<file path="config.mk">
export PLATFORM = sky130hd
export DESIGN_NAME = divisor_restador_ctrl_flat
export DESIGN_NICKNAME = d
export VERILOG_FILES = /design/src/rtl/divisor_restador_ctrl_if.sv /design/src/rtl/divisor_restador_ctrl.sv /design/src/flat_wrapper.sv
export SDC_FILE = /design/constraint.sdc
export NUM_CORES = 1
export LEC_CHECK = 0
export BUFFER_PORTS_ARGS = -buffer_cell sky130_fd_sc_hd__clkbuf_2
export CAP_MARGIN = 20
export CELL_PAD_IN_SITES_DETAIL_PLACEMENT = 2
export CELL_PAD_IN_SITES_GLOBAL_PLACEMENT = 2
export CORE_ASPECT_RATIO = 1.75
export CORE_MARGIN = 2
export CORE_UTILIZATION = 34
export DETAILED_ROUTE_END_ITERATION = 7
export PLACE_DENSITY_LB_ADDON = 0.1
export RECOVER_POWER = 50
export SETUP_SLACK_MARGIN = 0.15
export SLEW_MARGIN = 5
export SYNTH_ARGS = -nofsm -noshare
export SYNTH_HDL_FRONTEND = slang
export SYNTH_SLANG_ARGS = --single-unit
</file>
<file path="constraint.sdc">
create_clock -name clk -period 3.2 [get_ports clk]
set_input_delay 0.64 -clock clk [delete_from_list [all_inputs] [get_ports clk]]
set_output_delay 0.64 -clock clk [all_outputs]
set_load 0.05 [all_outputs]
</file>
<file path="src/rtl/divisor_restador_ctrl_if.sv">
`default_nettype none
// ============================================================================
// Module      : divisor_restador_ctrl_if
// Description : Handshake/data bundle for the restoring divider: start
//               request with operands in, registered results and status out.
// Revision    : 1.0 - initial release
// ============================================================================
interface divisor_restador_ctrl_if;
  logic       start;
  logic [7:0] dividendo;
  logic [7:0] divisor;
  logic [7:0] cociente;
  logic [7:0] residuo;
  logic       busy;
  logic       done;
  logic       div0;

  // Divider side
  modport slave (
    input  start, dividendo, divisor,
    output cociente, residuo, busy, done, div0
  );

  // Requester side
  modport master (
    output start, dividendo, divisor,
    input  cociente, residuo, busy, done, div0
  );
endinterface
`default_nettype wire

</file>
<file path="src/rtl/divisor_restador_ctrl.sv">
`default_nettype none
// ============================================================================
// Module      : divisor_restador_ctrl
// Description : 8-bit unsigned restoring divider, one quotient bit per clock.
//               IDLE -> RUN (8 cycles) -> DONE (1 cycle) -> IDLE.
//               Optional macro DIV0_DETECT_EN: a zero divisor skips RUN and
//               reports DIV0 with quotient 8'hFF, remainder = dividend.
// Revision    : 1.0 - initial release
// ============================================================================
module divisor_restador_ctrl (
  input  wire logic                    clk,
  input  wire logic                    rst,
  divisor_restador_ctrl_if.slave       bus
);

  typedef enum logic [1:0] {
    S_IDLE = 2'd0,
    S_RUN  = 2'd1,
    S_DONE = 2'd2
  } state_t;

  state_t     r_state;
  state_t     w_state_nxt;

  logic [7:0] r_dvd;       // dividend, shifted out MSB first
  logic [7:0] r_dsr;       // latched divisor
  logic [7:0] r_rem;       // partial remainder (always < divisor, fits 8 bits)
  logic [7:0] r_quot;      // quotient bits collected so far
  logic [3:0] r_cnt;       // iteration counter
  logic [7:0] r_cociente;
  logic [7:0] r_residuo;

  logic [8:0] w_shift;     // 9-bit shifted partial remainder
  logic [8:0] w_trial;     // shifted remainder minus divisor
  logic       w_qbit;
  logic [7:0] w_rem_nxt;
  logic       w_accept;
  logic       w_last;
  logic       w_zero_div;

  assign w_accept = (r_state == S_IDLE) && bus.start;
  assign w_last   = (r_cnt == 4'd7);

`ifdef DIV0_DETECT_EN
  logic r_div0;
  assign w_zero_div = (bus.divisor == 8'd0);
  assign bus.div0   = r_div0;
`else
  assign w_zero_div = 1'b0;
  assign bus.div0   = 1'b0;
`endif

  // One restoring step: subtract by adding the 9-bit two's complement,
  // keep the trial only when it did not go negative.
  always_comb begin
    w_shift   = {r_rem, r_dvd[7]};
    w_trial   = w_shift + (~{1'b0, r_dsr} + 9'd1);
    w_qbit    = ~w_trial[8];
    w_rem_nxt = w_qbit ? w_trial[7:0] : w_shift[7:0];
  end

  // State register
  always_ff @(posedge clk) begin
    if (rst) r_state <= S_IDLE;
    else     r_state <= w_state_nxt;
  end

  // Next-state logic
  always_comb begin
    w_state_nxt = r_state;
    case (r_state)
      S_IDLE:  if (bus.start) w_state_nxt = w_zero_div ? S_DONE : S_RUN;
      S_RUN:   if (w_last)    w_state_nxt = S_DONE;
      S_DONE:  w_state_nxt = S_IDLE;
      default: w_state_nxt = S_IDLE;
    endcase
  end

  // Operand latch, iteration datapath and result registers
  always_ff @(posedge clk) begin
    if (rst) begin
      r_dvd      <= 8'd0;
      r_dsr      <= 8'd0;
      r_rem      <= 8'd0;
      r_quot     <= 8'd0;
      r_cnt      <= 4'd0;
      r_cociente <= 8'd0;
      r_residuo  <= 8'd0;
`ifdef DIV0_DETECT_EN
      r_div0     <= 1'b0;
`endif
    end else begin
      case (r_state)
        S_IDLE: begin
          if (w_accept) begin
            r_dvd  <= bus.dividendo;
            r_dsr  <= bus.divisor;
            r_rem  <= 8'd0;
            r_quot <= 8'd0;
            r_cnt  <= 4'd0;
`ifdef DIV0_DETECT_EN
            r_div0 <= 1'b0;
            if (w_zero_div) begin
              r_cociente <= 8'hFF;
              r_residuo  <= bus.dividendo;
              r_div0     <= 1'b1;
            end
`endif
          end
        end
        S_RUN: begin
          r_dvd  <= {r_dvd[6:0], 1'b0};
          r_rem  <= w_rem_nxt;
          r_quot <= {r_quot[6:0], w_qbit};
          r_cnt  <= r_cnt + 4'd1;
          if (w_last) begin
            r_cociente <= {r_quot[6:0], w_qbit};
            r_residuo  <= w_rem_nxt;
          end
        end
        default: ;
      endcase
    end
  end

  assign bus.cociente = r_cociente;
  assign bus.residuo  = r_residuo;
  assign bus.busy     = (r_state == S_RUN) || (r_state == S_DONE);
  assign bus.done     = (r_state == S_DONE);

endmodule
`default_nettype wire

</file>
<file path="src/flat_wrapper.sv">
// flat-port wrapper written by rule: the top's interface ports become plain ports
module divisor_restador_ctrl_flat 
  (clk, rst, bus_start, bus_dividendo, bus_divisor, bus_cociente, bus_residuo, bus_busy, bus_done, bus_div0);
  divisor_restador_ctrl_if bus_i ();
  input  wire logic clk;
  input  wire logic rst;
  input wire logic [$bits(bus_i.start)-1:0] bus_start;
  input wire logic [$bits(bus_i.dividendo)-1:0] bus_dividendo;
  input wire logic [$bits(bus_i.divisor)-1:0] bus_divisor;
  output wire logic [$bits(bus_i.cociente)-1:0] bus_cociente;
  output wire logic [$bits(bus_i.residuo)-1:0] bus_residuo;
  output wire logic [$bits(bus_i.busy)-1:0] bus_busy;
  output wire logic [$bits(bus_i.done)-1:0] bus_done;
  output wire logic [$bits(bus_i.div0)-1:0] bus_div0;
  assign bus_i.start = bus_start;
  assign bus_i.dividendo = bus_dividendo;
  assign bus_i.divisor = bus_divisor;
  assign bus_cociente = bus_i.cociente;
  assign bus_residuo = bus_i.residuo;
  assign bus_busy = bus_i.busy;
  assign bus_done = bus_i.done;
  assign bus_div0 = bus_i.div0;
  divisor_restador_ctrl u_core (.clk(clk), .rst(rst), .bus(bus_i));
endmodule
</file>
# ---- Yosys cells after proc, flatten, opt, wreduce, memory -nomap -nowiden
# Cells that the tools add are included.
dict set report totals {
  regBits 53
  latchBits 0
  ram_bits 0
  mem_bits_ro 0
  inputBits 19
  out_inout_bits 19
  wordCells 38
  n_memories 0
}
dict set report classes {
  add_sub_neg 3
  multipliers 0
  div_mod_pow 0
  order_cmp 0
  eq_ne 6
  shifts 0
  mux 11
  bitwise_logic 2
  n_reduce_logical 8
}
# op n
set ops {}
lappend ops {{one-hot mux 8 bit (2 select lines)} 2}
lappend ops {{two-way mux 8 bit} 3}
lappend ops {{one-hot mux 7 bit (2 select lines)} 1}
lappend ops {{adder 9 x 1 -> 9 bit (second input constant)} 1}
lappend ops {{adder 9 bit} 1}
lappend ops {{inverter 8 -> 9 bit} 1}
lappend ops {{one-hot mux 4 bit (2 select lines)} 1}
lappend ops {{AND reduction 2 bit} 4}
lappend ops {{adder 4 x 1 -> 4 bit (second input constant)} 1}
lappend ops {{equality test 4 x 3 -> 1 bit (second input constant)} 1}
lappend ops {{two-way mux 2 bit} 2}
lappend ops {{two-way mux 4 bit} 1}
lappend ops {{inequality test 2 x 1 -> 1 bit (second input constant)} 2}
lappend ops {{one-hot mux 2 bit (2 select lines)} 1}
lappend ops {{equality test 2 x 1 -> 1 bit (second input constant)} 1}
lappend ops {{equality test 2 bit (second input constant)} 1}
lappend ops {{zero test 2 bit} 1}
lappend ops {{inequality test 2 bit (second input constant)} 1}
lappend ops {{nonzero test 2 bit} 1}
lappend ops {{logical AND 1 bit} 1}
lappend ops {{logical OR 1 bit} 1}
lappend ops {{inverter 1 bit} 1}

# ---- Logic depth before layout (Yosys ltp)
# Gate-level depths: netlist of the first run.
dict set report depth {
  depth_word 5
  ltp_mapped 11
  mapped_depth_nobuf 10
}

# ---- Worst setup path before layout of the first run
# No wires, ideal clock.
dict set report synth_path {
  path_type {register to register}
  startpoint {reg u_core.r_dvd[7]}
  endpoint {reg u_core.r_rem[0]}
  setup_time_ns 0.067
  arrival_time_ns 2.162
  t_required_ns 3.133
  path_slack_ns 0.971
  stages_incl_launch_ff 12
  path_buffers 1
  synth_period_minus_slack_ns 2.229
  cell_sequence {dfxtp_1 inv_1 ha_1 inv_1 fa_1 a211oi_2 o21ai_2 o31ai_2 nor2b_1 buf_6 mux2_4 o21ai_2}
}
dict set report synth_between {
  elab_chain_cells 3
}
# element line
set synth_lines {}
lappend synth_lines {{start, declared} divisor_restador_ctrl.sv:25} ;# logic [7:0] r_dvd;
lappend synth_lines {{start signal, assigned} divisor_restador_ctrl.sv:96} ;# r_dvd <= bus.dividendo;
lappend synth_lines {{start signal, assigned} divisor_restador_ctrl.sv:112} ;# r_dvd <= {r_dvd[6:0], 1'b0};
lappend synth_lines {{adder 9 bit} divisor_restador_ctrl.sv:57} ;# w_trial = w_shift + (~{1'b0, r_dsr} + 9'd1);
lappend synth_lines {{two-way mux 8 bit (*)} divisor_restador_ctrl.sv:59} ;# w_rem_nxt = w_qbit ? w_trial[7:0] : w_shift[7:0];
lappend synth_lines {{one-hot mux 8 bit (2 select lines) (*)} divisor_restador_ctrl.sv:93} ;# case (r_state)
lappend synth_lines {{end signal, assigned} divisor_restador_ctrl.sv:113} ;# r_rem <= w_rem_nxt;
lappend synth_lines {{end, declared} divisor_restador_ctrl.sv:27} ;# logic [7:0] r_rem;
# Mark *: on every way between the ends. The rest lies on a longest branch, timed or not.
# A chain may end at the register's enable or synchronous reset.

# ---- Worst setup path after layout of the first run
# Same ends and word-level chain as after synthesis.

==> results.ini, run 1 <==
[clock_network]
cts_buffers = 5
ctsResizeCount = 0
clk_latency_ns = 0.30
cts_buffer_depth = 2
cts_tree = built
clk_pin_slew_ns = 0.08
ctsRootBufferMaster = clkbuf_16
ctsHoldBuffers = 0
cts_max_level = 2
cts_setup_buffers = 0
cts.sinks = 53

[critical_path]
cp_max_fo = 4
endpoint_kind = register
required_ns = 3.43
cp.arrival_ns = 2.69
path_class = reg2reg
cp-start-kind = register

[floorplan]
die_h_microns = 121
fp.dieW_microns = 70.7
start_util_pct = 35.0
core_area_sq_um = 7570
ios = 38
std_cell_rows = 42
die-area_sq_um = 8530

[synthesis]
synthCells = 309
yosys.cell_types.count = 44
syn_area_per_cell_sq_um = 8.56
synthArstFlopShare_pct = 0
syn_area_sq_um = 2650
synth_top_area_share_pct = 40.1
ys_seq_area_share_pct = 40.1
syn_nets = 341
synth_flop_cell = dfxtp_1
yosys_warnings = 0
synthTopCellsByArea = dfxtp_1, ha_1, a21oi_1
synth_top_cell_by_area = dfxtp_1
synth_edf_count = 0
ys_ff_latch = 53

[place]
port_buffers = 36
place_area_sq_um = 2930
hpwl_microns = 5780
preCtsSetupSlack_ns = 0.803
gp_congestion = 0.799

[power]
ir_drop_v = 0.000315
intPower_mw = 1.20
netSwitchingFraction_pct = 28.8
sequentialPowerShare_pct = 41.9
pwr-share-clk_pct = 37.3
powerDensity_nw_per_um2 = 548
comb_power_share_pct = 20.8
power.leakage_nw = 1.15
p_switching_mw = 0.484

[status]
status = finished, final reports clean

[cells_and_area]
fin_area_sq_um = 3070
final_core_util_pct = 40.5
final_layout_size_suffix_gt1_share_pct = 14.0
syn_to_final_growth_pct = 15.9
antennaDiodeCount = 0
fin_nets = 374
fillers = 884

[global_routing]
grtUsageTotal_pct = 19.8
overflow = 0
grt_max_degree = 30
grt_pass1_wl_microns = 13200
antenna_found_initial = 0
grt_pass1_vias = 2654

[sta]
rsz0062_at_grt = no
setup_viol = 0
hold_ws_ns = 0.460
final.min_clock_period_ns = 2.46
fin_ws_ns = 0.736
clock-skew-final_ns = 0.0107
fmax_mhz = 406
maxSlewViolCount = 0
fin_crit_sh_pct = 77.0
worst_pin_slew_ns = 0.659
slew_headroom_pct = 55.9
hold_violations = 0
tns_ns = 0

[drt]
drc_errors = 0
vias_per_cell = 5.49
routed_wl_microns = 7850
ant_nets = 0
drt_iter0_drc = 83
vias = 2365
wl_per_cell_microns = 18.2
dr.pass1.iters = 5

[min_path]
min_path_type = reg2reg

[job]
cap_violations = 0

==> area by class of cell <==
type / instances / area (sq um) / area share (%)
Clock buffer: 6 / 129 / 4.20
Clock inverter: 2 / 38.8 / 1.26
Inverter: 14 / 52.6 / 1.71
Multi-Input combinational cell: 222 / 1450 / 47.2
Sequential cell: 53 / 1060 / 34.6
Tap cell: 88 / 110 / 3.59
Timing Repair Buffer: 46 / 229 / 7.47
==> worst paths after layout <==
check                   from              end  slack (ns)  depth (start not counted)
max          u_core.r_dvd[7]  u_core.r_rem[0]        0.74                         11
max reg2reg  u_core.r_dvd[7]  u_core.r_rem[0]        0.74                         11
min          u_core.r_dsr[3]  u_core.r_dsr[3]        0.46                          2
min reg2reg  u_core.r_dsr[3]  u_core.r_dsr[3]        0.46                          2
==> worst max-delay path: stages, from the launching register on <==
cell and delay [ns]:
dfxtp_1 0.31, inv_1 0.07, ha_1 0.15, inv_1 0.05, fa_1 0.44, a211oi_2 0.27, o21ai_2 0.12, o31ai_2 0.25
nor2b_1 0.10, buf_4 0.17, mux2_4 0.31, o21ai_2 0.16
==> power groups by stage <==
stage / Sequential (mW) / Clock (mW) / Combinational, mW
after floorplan: 0.713 / 0 / 0.260
after detailed placement: 0.720 / 0 / 0.359
after CTS: 0.705 / 0.653 / 0.360
after global placement: 0.719 / 0 / 0.347
after global routing: 0.708 / 0.671 / 0.388
final: 0.704 / 0.627 / 0.350
==> kinds of logic after synthesis <==
logic type | synth area share (%)
simple gates | 16.7
compound gates | 20.7
flops | 40.1
buf+inv | 5.44
mux | 8.46
fa+ha+maj | 6.43
xor+xnor | 1.99
other cells | 0.142
==> metrics by stage <==
stage / power [mW] / cells
2_1_floorplan: 0.973 / 309
3_3_place_gp: 1.07 / 423
3_5_place_dp: 1.08 / 423
4_1_cts: 1.72 / 431
5_1_grt: 1.77 / 431
6_report: 1.68 / 431
==> cells in the final DEF (no fill, tap or decap), types with 3 or more instances in the layout <==
| master | synthesis | routed |
|---|---|---|
| a211oi_1 | 14 | 14 |
| a21oi_1 | 27 | 27 |
| a222oi_1 | 7 | 7 |
| buf_4 | 1 | 9 |
| clkbuf_1 | 14 | 20 |
| clkbuf_16 | 0 | 5 |
| clkbuf_2 | 0 | 18 |
| dfxtp_1 | 53 | 53 |
| ha_1 | 12 | 12 |
| inv_1 | 13 | 14 |
| mux2_2 | 7 | 7 |
| mux2i_1 | 13 | 13 |
| nand2_1 | 35 | 35 |
| nand2b_1 | 6 | 6 |
| nand3_1 | 11 | 11 |
| nand3b_1 | 3 | 3 |
| nand4_1 | 3 | 3 |
| nor2_1 | 31 | 31 |
| o21a_1 | 3 | 3 |
| o21ai_0 | 12 | 13 |
| o21ai_2 | 3 | 3 |
| or3_1 | 3 | 3 |
| xor2_1 | 4 | 4 |
==> state kept, by name, indices dropped and copies added, names as in the netlist <==
signal / count
u_core.r_cnt: 4
u_core.bus.cociente: 8
u_core.r_dvd: 8
u_core.r_rem: 8
u_core.r_dsr: 8
u_core.bus.residuo: 8
u_core.r_state: 2
u_core.r_quot: 7
==> layer usage <==
metal | vias up | global-route usage [%] | part of all wire, %
met5 | - | 0 | 0
met4 | 0 | 7.90 | 2.2
met3 | 11 | 2.58 | 1.7
met2 | 24 | 39.5 | 59
met1 | 1168 | 19.7 | 37
li1 | 1162 | - | -
==> Yosys cell counts (6+ instances only) <==
| cell type | instances |
|---|---|
| a211oi_1 | 14 |
| a21oi_1 | 27 |
| a222oi_1 | 7 |
| clkbuf_1 | 14 |
| dfxtp_1 | 53 |
| ha_1 | 12 |
| inv_1 | 13 |
| mux2_2 | 7 |
| mux2i_1 | 13 |
| nand2_1 | 35 |
| nand2b_1 | 6 |
| nand3_1 | 11 |
| nor2_1 | 31 |
| o21ai_0 | 12 |
(Power assumes the default switching activity.)
==> run 2: changes to the inputs <==
clock period = 2.3 ns   (was 3.2 ns; I/O delays follow)
==> results.ini, run 2 (synthesis results as in run 1) <==
[drt]
routed_wl_microns = 8280  ; was 7850 microns
wl_per_cell_microns = 18.8  ; was 18.2 microns
drt_iter0_drc = 89  ; was 83
drc_errors = 0  ; unchanged
dr.pass1.iters = 4  ; was 5
vias_per_cell = 5.57  ; was 5.49
ant_nets = 0  ; unchanged
vias = 2456  ; was 2,365

[critical_path]
path_class = reg2reg  ; unchanged
slowest_stage = fa_2  ; was fa_1
cp.arrival_ns = 2.53  ; was 2.69 ns
cpPeakStageDelay_ns = 0.35  ; was 0.44 ns
reg2regPathDepth = 11  ; unchanged
endpoint_kind = register  ; unchanged
rr_startpoint = u_core.r_dvd[7]  ; unchanged
rr_endpoint = u_core.bus.residuo[3]  ; was u_core.r_rem[0]
endpoint = u_core.bus.residuo[3]  ; was u_core.r_rem[0]
cp-start-kind = register  ; unchanged
cp_max_fo = 7  ; was 4
cp_top_family = compound AO/OA/AOI/OAI gates  ; unchanged
required_ns = 2.51  ; was 3.43 ns
crit_buf_inv = 3  ; unchanged
timing.critical_path.depth = 11  ; unchanged
worstPathCellList = inv_2 > ha_4 > inv_2 > fa_2 > a211oi_2 > o21ai_2 > o31ai_4 > nor2b_4 > buf_12 > mux2i_4 > a211oi_1  ; was inv_1 > ha_1 > inv_1 > fa_1 > a211oi_2 > o21ai_2 > o31ai_2 > nor2b_1 > buf_4 > mux2_4 > o21ai_2
crit_top_cell = inv_2
startpoint = u_core.r_dvd[7]  ; unchanged
reg2reg_setup_slack_ns = -0.02  ; was 0.74 ns

[place]
gp_congestion = 0.830  ; was 0.799
hpwl_microns = 5870  ; was 5780 microns
port_buffers = 36  ; unchanged
place_area_sq_um = 2950  ; was 2930 sq um

[sta]
maxSlewViolCount = 0  ; unchanged
rsz0062_at_grt = yes  ; was no
tns_ns = -0.0192  ; was 0 ns
fin_crit_sh_pct = 101  ; was 77.0%
final.min_clock_period_ns = 2.32  ; was 2.46 ns
slew_headroom_pct = 54.4  ; was 55.9%
setup_viol = 2  ; was 0
worst_pin_slew_ns = 0.681  ; was 0.659 ns
clock-skew-final_ns = 0.00856  ; was 0.0107 ns
fmax_mhz = 432  ; was 406 MHz
hold_violations = 0  ; unchanged
fin_ws_ns = -0.0159  ; was 0.736 ns

[global_routing]
antenna_found_initial = 0  ; unchanged
grt_pass1_wl_microns = 13200  ; about the same
grtUsageTotal_pct = 19.9  ; was 19.8%
grt_max_degree = 24  ; was 30
overflow = 0  ; unchanged
grt_pass1_vias = 2620  ; was 2,654

[cells_and_area]
antennaDiodeCount = 0  ; unchanged
fillers = 901  ; was 884
syn_to_final_growth_pct = 23.0  ; was 15.9%
layout_common_cells = dfxtp_1, nand2_1, nor2_1, a21oi_1, clkbuf_1  ; unchanged
final_layout_size_suffix_gt1_share_pct = 22.1  ; was 14.0%
layout_commonest_cell = dfxtp_1  ; unchanged
fin_nets = 384  ; was 374
fin_area_sq_um = 3250  ; was 3070 sq um

[floorplan]
ios = 38  ; unchanged
start_util_pct = 35.0  ; unchanged
die-area_sq_um = 8530  ; unchanged
die_h_microns = 121  ; unchanged
std_cell_rows = 42  ; unchanged
fp.dieW_microns = 70.7  ; unchanged
core_area_sq_um = 7570  ; unchanged

[clock_network]
ctsRootBufferMaster = clkbuf_16  ; unchanged
cts_max_level = 2  ; unchanged
clk_pin_slew_ns = 0.07  ; was 0.08 ns
cts.sinks = 53  ; unchanged
cts_tree = built  ; unchanged
cts_buffers = 5  ; unchanged
ctsHoldBuffers = 0  ; unchanged
cts_buffer_depth = 2  ; unchanged
clk_latency_ns = 0.30  ; about the same

[power]
powerDensity_nw_per_um2 = 744  ; was 548 nW/um^2
power.leakage_nw = 1.20  ; was 1.15 nW
ir_drop_v = 0.000448  ; was 0.000315 V

[job]
cap_violations = 0  ; unchanged

[status]
status = finished, violations left  ; was finished, final reports clean
violations = setup timing

[min_path]
min_from = bus_divisor[5]  ; was u_core.r_dsr[3]
min_path_type = in2reg  ; was reg2reg

## run 2: cell count changes in the layout (fill, tap and decap cells not counted), moves of 4 or more
cell	delta
mux2i_4	+4
o21ai_1	+7
o21ai_0	-8
buf_4	+7
mux2i_1	-6
## run 2: per-stage QoR
step	worst slack, ns	hold WS [ns]	utilization (%)	instances	total power [mW]
2_1_floorplan	0.170	0.436	-	309	1.35
3_3_place_gp	0.0901	0.446	39.0	426	1.48
3_5_place_dp	-0.0588	0.455	39.0	426	1.50
4_1_cts	0.0394	0.403	42.3	438	2.37
5_1_grt	-0.133	0.423	43.0	441	2.52
6_report	-0.0159	0.398	43.0	441	2.42
## run 2: final cells by class
type / count / area (sq um) / share of cell area [%]
Inverter: 14 / 52.6 / 1.61
Timing Repair Buffer: 56 / 318 / 9.77
Multi-Input combinational cell: 222 / 1570 / 48.3
Clock inverter: 1 / 7.51 / 0.231
Tap cell: 88 / 110 / 3.38
Clock buffer: 7 / 133 / 4.08
Sequential cell: 53 / 1060 / 32.7
## run 2: worst min path at each step
stage | to | slack [ns] | depth (start not counted)
6_report | u_core.r_dsr[5] | 0.40 | 3
5_1_grt | u_core.r_dsr[5] | 0.42 | 3
4_1_cts | u_core.r_dsr[7] | 0.40 | 3
3_5_place_dp | u_core.r_dsr[5] | 0.45 | 2
3_3_place_gp | u_core.r_dsr[4] | 0.45 | 2
2_1_floorplan | u_core.r_dsr[1] | 0.44 | 2
## run 2: metal layers
| layer | wire, microns | GRT usage, % |
|---|---|---|
| met5 | 0 | 0 |
| met4 | 211 | 7.90 |
| met3 | 160 | 3.17 |
| met2 | 4740 | 39.8 |
| met1 | 3180 | 19.5 |
## run 2: power by group
group	switching [mW]	leakage, nW	internal [mW]	total [mW]
sequential	0.0301	0.431	0.954	0.984
combinational	0.368	0.704	0.308	0.676
clock	0.354	0.0641	0.406	0.760
total	0.752	1.20	1.67	2.42
## run 2: what timing repair did
action,4_1_cts,5_1_grt
pin swaps,15,10
resized for setup,24,14
setup buffers,4,3
setup endpoints to repair,15,18
endpoints found under the hold margin,0,0
## run 2: tightest hold or removal path, stage by stage
cell	delay, ns
clkbuf_2	0.08
nand3_1	0.07
a21oi_1	0.05
